`src/rtl/io_target_pkg.sv`:
```
// Shared types for the io_target I/O port decoder: device FSM state encoding
// and the posted-write buffer entry.
package io_target_pkg;

    localparam int OFF_W = 16;

    typedef enum logic [2:0] {
        IDLE,
        WR_REQ,
        WR_ACK,
        RD_REQ,
        RD_ACK,
        RD_DONE
    } dev_state_e;

    typedef struct packed {
        logic [OFF_W-1:0] offset;
        logic [31:0]      data;
        logic [2:0]       n;
    } wb_entry_t;

    // Bytes to move: a whole word for aligned 32-bit accesses, otherwise the
    // remaining count clamped into 1..4 so a bad size can never stall the FSM.
    function automatic logic [2:0] xfer_len(input logic wide, input logic [2:0] size);
        if (wide)         return 3'd4;
        if (size == 3'd0) return 3'd1;
        if (size > 3'd4)  return 3'd4;
        return size;
    endfunction

endpackage

```
`src/rtl/io_target_wbuf.sv`:
```
// Posted-write buffer: synchronous FIFO of wb_entry_t with full/empty flags
// and an occupancy count.
module io_target_wbuf
    import io_target_pkg::*;
#(
    parameter int DEPTH = 4
) (
    input  logic                     clk,
    input  logic                     reset_n,
    input  logic                     push,
    input  wb_entry_t                push_data,
    input  logic                     pop,
    output wb_entry_t                head,
    output logic                     full,
    output logic                     empty,
    output logic [$clog2(DEPTH):0]   count
);
    localparam int PTR_W = $clog2(DEPTH);

    wb_entry_t        mem_q [DEPTH];
    logic [PTR_W-1:0] wr_ptr_q, wr_ptr_d;
    logic [PTR_W-1:0] rd_ptr_q, rd_ptr_d;
    logic [PTR_W:0]   count_q, count_d;
    logic             do_push, do_pop;

    always_comb begin
        do_push  = push && !full;
        do_pop   = pop && !empty;
        wr_ptr_d = wr_ptr_q + PTR_W'(do_push);
        rd_ptr_d = rd_ptr_q + PTR_W'(do_pop);
        count_d  = count_q + (PTR_W+1)'(do_push) - (PTR_W+1)'(do_pop);
    end

    always_ff @(posedge clk or negedge reset_n) begin
        if (!reset_n) begin
            wr_ptr_q <= '0;
            rd_ptr_q <= '0;
            count_q  <= '0;
        end else begin
            wr_ptr_q <= wr_ptr_d;
            rd_ptr_q <= rd_ptr_d;
            count_q  <= count_d;
        end
    end

    // Storage carries no reset; occupancy is tracked by the pointers alone.
    always_ff @(posedge clk) begin
        if (do_push) mem_q[wr_ptr_q] <= push_data;
    end

    assign head  = mem_q[rd_ptr_q];
    assign full  = (count_q == (PTR_W+1)'(DEPTH));
    assign empty = (count_q == '0);
    assign count = count_q;

endmodule

```
`src/rtl/io_target.sv`:
```
// I/O port target: decodes a window of ports, posts writes through a small
// buffer and serialises every access into single-byte device requests.
module io_target
    import io_target_pkg::*;
#(
    parameter logic [15:0] BASE      = 16'h0000,
    parameter int          SPAN_LOG2 = 3,
    parameter bit          IO32      = 1'b0,
    parameter int          WB_DEPTH  = 4
) (
    input  logic                 clk,
    input  logic                 reset_n,
    input  logic [15:0]          bus_address,
    input  logic                 bus_read,
    input  logic                 bus_write,
    input  logic [2:0]           bus_datasize,
    input  logic [31:0]          bus_writedata,
    output logic [31:0]          bus_readdata,
    output logic                 bus_io32,
    output logic                 io_wait,
    output logic                 dev_req,
    output logic                 dev_we,
    output logic [SPAN_LOG2-1:0] dev_addr,
    output logic [7:0]           dev_wdata,
    input  logic [7:0]           dev_rdata,
    input  logic                 dev_ack
);
    localparam int          CNT_W = $clog2(WB_DEPTH) + 1;
    localparam logic [16:0] LIMIT = {1'b0, BASE} + (17'd1 << SPAN_LOG2);

    dev_state_e           state_q, state_d;
    logic [2:0]           k_q, k_d, k_nx;
    logic                 wait_q, wait_d, rd_pend_q, rd_pend_d, hold_v_q, hold_v_d;
    logic [15:0]          rd_off_q, rd_off_d, hold_addr_q, hold_addr_d;
    logic [2:0]           rd_n_q, rd_n_d, hold_size_q, hold_size_d;
    logic [31:0]          hold_data_q, hold_data_d, rbuf_q, rbuf_d, rdata_q, rdata_d;
    logic                 dev_req_q, dev_req_d, dev_we_q, dev_we_d;
    logic [SPAN_LOG2-1:0] dev_addr_q, dev_addr_d;
    logic [7:0]           dev_wdata_q, dev_wdata_d;
    logic                 hit, wr_hit, rd_hit, hold_wide;
    logic [15:0]          offset, hold_off;
    logic                 wb_push, wb_pop, wb_full, wb_empty;
    logic [CNT_W-1:0]     wb_count;
    wb_entry_t            wb_in, wb_head;

    assign hit       = ({1'b0, bus_address} >= {1'b0, BASE}) && ({1'b0, bus_address} < LIMIT);
    assign offset    = bus_address - BASE;
    assign bus_io32  = hit && IO32 && (bus_address[1:0] == 2'b00);
    // Strobes that arrive while stalled are protocol errors and are dropped.
    assign wr_hit    = bus_write && hit && !wait_q;
    assign rd_hit    = bus_read && hit && !wait_q && !wr_hit;
    assign io_wait   = wait_q || (wr_hit && wb_full);
    assign hold_off  = hold_addr_q - BASE;
    assign hold_wide = IO32 && (hold_addr_q[1:0] == 2'b00);

    io_target_wbuf #(.DEPTH(WB_DEPTH)) u_wbuf (
        .clk       (clk),
        .reset_n   (reset_n),
        .push      (wb_push),
        .push_data (wb_in),
        .pop       (wb_pop),
        .head      (wb_head),
        .full      (wb_full),
        .empty     (wb_empty),
        .count     (wb_count)
    );

    always_comb begin
        state_d     = state_q;
        k_d         = k_q;
        k_nx        = k_q + 3'd1;
        wait_d      = wait_q;
        rd_pend_d   = rd_pend_q;
        rd_off_d    = rd_off_q;
        rd_n_d      = rd_n_q;
        hold_v_d    = hold_v_q;
        hold_addr_d = hold_addr_q;
        hold_size_d = hold_size_q;
        hold_data_d = hold_data_q;
        rbuf_d      = rbuf_q;
        rdata_d     = rdata_q;
        dev_req_d   = 1'b0;
        dev_we_d    = dev_we_q;
        dev_addr_d  = dev_addr_q;
        dev_wdata_d = dev_wdata_q;
        wb_push     = 1'b0;
        wb_pop      = 1'b0;
        wb_in       = '0;

        if (hold_v_q && (wb_count < CNT_W'(WB_DEPTH))) begin
            wb_push      = 1'b1;
            wb_in.offset = hold_off;
            wb_in.data   = hold_data_q;
            wb_in.n      = xfer_len(hold_wide, hold_size_q);
            hold_v_d     = 1'b0;
            wait_d       = 1'b0;
        end else if (wr_hit && wb_full) begin
            hold_v_d     = 1'b1;
            wait_d       = 1'b1;
            hold_addr_d  = bus_address;
            hold_size_d  = bus_datasize;
            hold_data_d  = bus_writedata;
        end else if (wr_hit) begin
            wb_push      = 1'b1;
            wb_in.offset = offset;
            wb_in.data   = bus_writedata;
            wb_in.n      = xfer_len(bus_io32, 3'd1);
        end else if (rd_hit) begin
            wait_d       = 1'b1;
            rd_pend_d    = 1'b1;
            rd_off_d     = offset;
            rd_n_d       = xfer_len(bus_io32, bus_datasize);
            rbuf_d       = '0;
        end

        // Requests are registered on entry to *_REQ, so dev_req is high
        // exactly while the FSM sits in that state.
        case (state_q)
            IDLE: begin
                if (rd_pend_q && wb_empty) begin
                    state_d    = RD_REQ;
                    k_d        = 3'd0;
                    dev_req_d  = 1'b1;
                    dev_we_d   = 1'b0;
                    dev_addr_d = rd_off_q[SPAN_LOG2-1:0];
                end else if (!wb_empty) begin
                    state_d     = WR_REQ;
                    k_d         = 3'd0;
                    dev_req_d   = 1'b1;
                    dev_we_d    = 1'b1;
                    dev_addr_d  = wb_head.offset[SPAN_LOG2-1:0];
                    dev_wdata_d = wb_head.data[7:0];
                end
            end
            WR_REQ: state_d = WR_ACK;
            WR_ACK: begin
                if (dev_ack) begin
                    k_d = k_nx;
                    if (k_nx == wb_head.n) begin
                        wb_pop  = 1'b1;
                        state_d = IDLE;
                    end else begin
                        state_d     = WR_REQ;
                        dev_req_d   = 1'b1;
                        dev_addr_d  = SPAN_LOG2'(wb_head.offset + 16'(k_nx));
                        dev_wdata_d = wb_head.data[{k_nx[1:0], 3'b000} +: 8];
                    end
                end
            end
            RD_REQ: state_d = RD_ACK;
            RD_ACK: begin
                if (dev_ack) begin
                    rbuf_d[{k_q[1:0], 3'b000} +: 8] = dev_rdata;
                    k_d = k_nx;
                    if (k_nx == rd_n_q) begin
                        state_d = RD_DONE;
                    end else begin
                        state_d    = RD_REQ;
                        dev_req_d  = 1'b1;
                        dev_addr_d = SPAN_LOG2'(rd_off_q + 16'(k_nx));
                    end
                end
            end
            RD_DONE: begin
                rdata_d   = rbuf_q;
                wait_d    = 1'b0;
                rd_pend_d = 1'b0;
                state_d   = IDLE;
            end
            default: state_d = IDLE;
        endcase
    end

    always_ff @(posedge clk or negedge reset_n) begin
        if (!reset_n) begin
            state_q     <= IDLE;
            k_q         <= '0;
            wait_q      <= 1'b0;
            rd_pend_q   <= 1'b0;
            hold_v_q    <= 1'b0;
            rdata_q     <= '0;
            dev_req_q   <= 1'b0;
            dev_we_q    <= 1'b0;
            dev_addr_q  <= '0;
            dev_wdata_q <= '0;
        end else begin
            state_q     <= state_d;
            k_q         <= k_d;
            wait_q      <= wait_d;
            rd_pend_q   <= rd_pend_d;
            hold_v_q    <= hold_v_d;
            rdata_q     <= rdata_d;
            dev_req_q   <= dev_req_d;
            dev_we_q    <= dev_we_d;
            dev_addr_q  <= dev_addr_d;
            dev_wdata_q <= dev_wdata_d;
        end
    end

    // Payload registers are only meaningful while their valid/pending flag is set.
    always_ff @(posedge clk) begin
        rd_off_q    <= rd_off_d;
        rd_n_q      <= rd_n_d;
        hold_addr_q <= hold_addr_d;
        hold_size_q <= hold_size_d;
        hold_data_q <= hold_data_d;
        rbuf_q      <= rbuf_d;
    end

    assign bus_readdata = rdata_q;
    assign dev_req      = dev_req_q;
    assign dev_we       = dev_we_q;
    assign dev_addr     = dev_addr_q;
    assign dev_wdata    = dev_wdata_q;

endmodule

```
`config.mk`:
```
export PLATFORM = sky130hd
export DESIGN_NAME = io_target
export DESIGN_NICKNAME = d
export VERILOG_FILES = /design/src/rtl/io_target_pkg.sv /design/src/rtl/io_target_wbuf.sv /design/src/rtl/io_target.sv
export SDC_FILE = /design/constraint.sdc
export NUM_CORES = 1
export LEC_CHECK = 0
export ABC_AREA = 1
export CORE_MARGIN = 2
export CORE_UTILIZATION = 51
export CTS_CLUSTER_SIZE = 10
export DETAILED_ROUTE_END_ITERATION = 16
export PLACE_DENSITY_LB_ADDON = 0.15
export SETUP_SLACK_MARGIN = 0.2
export SLEW_MARGIN = 40
export SYNTH_ARGS = -nofsm -noshare
export SYNTH_HDL_FRONTEND = slang
export SYNTH_HIERARCHICAL = 1
export SYNTH_SLANG_ARGS = --single-unit
```
`constraint.sdc`:
```
create_clock -name clk -period 5.4 [get_ports clk]
set_input_delay 1.08 -clock clk [delete_from_list [all_inputs] [get_ports clk]]
set_output_delay 1.08 -clock clk [all_outputs]
set_load 0.005 [all_outputs]
```
==> results_dict.tcl <==
set metrics [dict create \
    setup_viol 0 \
    hold_violations 0 \
    grt_pass1_wl_mm 43.0 \
    p_total_mw 6.90 \
    drc 0 \
    grt_setup_unrepaired "no" \
    finalCritPeriodShare_pct 77.4 \
    worstPathMaxFanout 24 \
    antennaDiodeCount 0 \
    synthCells 1167 \
    numCtsBuffers 35 \
    place_congestion 0.830 \
    vias_per_cell 5.22 \
    end_kind "register" \
    rows 56 \
    multi_input_area_um2 3580 \
    grtUsageTotal_pct 21.4 \
    drtIter0Drc 544 \
    antenna_found_initial 0 \
    syn_avg_cell_area_um2 10.5 \
    initial_core_util_pct 52.0 \
    cts_tree "done" \
    cts_resized 0 \
    peakVddDrop_v 0.000269 \
    core_area_um2 23500 \
    nFillCells 2002 \
    cts-root-buf "clkbuf_16" \
    synth.net_count 1244 \
    io_buffers 109 \
    drive_gt1_share_pct 7.42 \
    dr.pass1.iters 5 \
    vias 8413 \
    grt_max_degree 78 \
    criticalPathCategory "reg2reg" \
    cts.path.max_buffers 3 \
    max_clock_freq_mhz 239 \
    cts.htree.levels 2 \
    slew_headroom_pct 49.2 \
    grt_pass1_vias 8009 \
    io_pins 111 \
    min_path_type "reg2reg" \
    numClockSinks 289 \
    wl_per_cell_um 16.8 \
    tns_ns 0 \
    drv_cap 0 \
    status "completed" \
    die_y_um 159 \
    yosysWarnings 6 \
    cts_setup_buffers 0 \
    insertion_delay_ns 0.51 \
    required_ns 5.77 \
    powerDensity_nw_per_um2 475 \
    clock_skew_ns 0.0135 \
    use_met3_pct 4.15 \
    fp.dieW_um 159 \
    worst_pin_slew_ns 0.761 \
    area_delta_synth_final_pct 18.7 \
    wirelength_mm 27.0 \
    dieArea_um2 25200 \
    regArea_um2 8050 \
    clk_pin_slew_ns 0.06 \
    final_max_slew_viol_count 0 \
    p_leak_nw 5.75 \
    arrival_ns 4.55 \
    dp_hpwl_mm 17.6 \
    ant_nets 0 \
    postCtsHoldBufs 0 \
    min_period_ns 4.18 \
    cp-start-kind "register" \
    grtUsageMet1_pct 27.3 \
    final_nets 1344 \
    grt-ovfl-total 0 \
    grtUsageMet2_pct 37.1 \
    busiest_layer "met2" \
    syn_area_um2 12200 \
]
flip-flops by register name (all words and copies together) (netlist names):
name and count:
rd_n_q 3, rbuf_q 32, wait_q 1, dev_addr 3, rd_off_q 3, hold_size_q 3
dev_wdata 8, u_wbuf/wr_ptr_q 2, hold_data_q 32, bus_readdata 32, k_q 3, hold_addr_q 3
state_q 3, u_wbuf/rd_ptr_q 2, rd_pend_q 1, u_wbuf/mem_q 152, dev_req 1, u_wbuf/count 3
dev_we 1, hold_v_q 1
report_power, final:
group,switching (mW),internal [mW],total [mW]
combinational,1.23,0.683,1.91
sequential,0.163,2.70,2.86
clock,0.835,1.29,2.12
path summary, 6_finish.rpt:
kind,to,slack [ns],cells after the start,start
worst max register to register,u_wbuf/count[1],1.22,14,k_q[0]
min in group asynchronous,bus_readdata[24],0.65,2,reset_n
max in group asynchronous,dev_wdata[6],4.28,2,reset_n
worst min register to register,bus_readdata[14],0.45,2,rbuf_q[14]
worst max-delay path,u_wbuf/count[1],1.22,14,k_q[0]
worst min-delay path,bus_readdata[14],0.45,2,rbuf_q[14]
metal layers:
layer	share of wire (%)	up-vias	wire, µm
li1	-	4182	-
met1	43	3977	11700
met2	50	211	13400
met3	4.9	43	1320
met4	2.5	0	673
met5	0	-	0
placed cells by master (no fill, tap or decap), drive strengths merged, types with 3 or more instances in the layout:
| master | count |
|---|---|
| buf | 15 |
| edfxtp | 196 |
| clkdlybuf4s50 | 108 |
| ha | 11 |
| dfxtp | 32 |
| nand3 | 105 |
| inv | 67 |
| nor3 | 5 |
| nor2 | 150 |
| clkbuf | 59 |
| nand4 | 5 |
| a21oi | 3 |
| nand2 | 262 |
| dfrtp | 61 |
| o22ai | 17 |
| o21ai | 177 |
cell type report:
cell class                      instances  share of cell area (%)
Timing Repair Buffer                  123                    8.23
Clock buffer                           59                    6.79
Tap cell                              319                    2.75
Sequential cell                       289                    55.5
Inverter                               66                    1.73
Multi-Input combinational cell        752                    24.7
Clock inverter                          4                   0.388
worst max-delay path, cell delays in order (launching register included):
cell and delay, ns:
dfrtp_1 0.84, inv_1 0.08, buf_4 0.22, ha_1 0.63, inv_1 0.39, nand2_1 0.14
nand2_1 0.06, nor2_1 0.15, nand4_2 0.14, nor2_1 0.30, a21boi_0 0.27, nand2_1 0.12
nand2_1 0.10, ha_1 0.16, fa_1 0.42
through the flow:
stage	utilization, %	std cells	cell area, µm²	worst slack, ns	hold slack, ns
after floorplan	-	1167	12200	1.28	0.425
after global placement	57.2	1549	13500	1.45	0.434
after detailed placement	57.2	1549	13500	1.28	0.437
after CTS	61.7	1612	14500	1.28	0.446
after global routing	61.7	1612	14500	0.889	0.465
final	61.7	1612	14500	1.22	0.445
No activity file was read; power rests on OpenSTA's default activity.
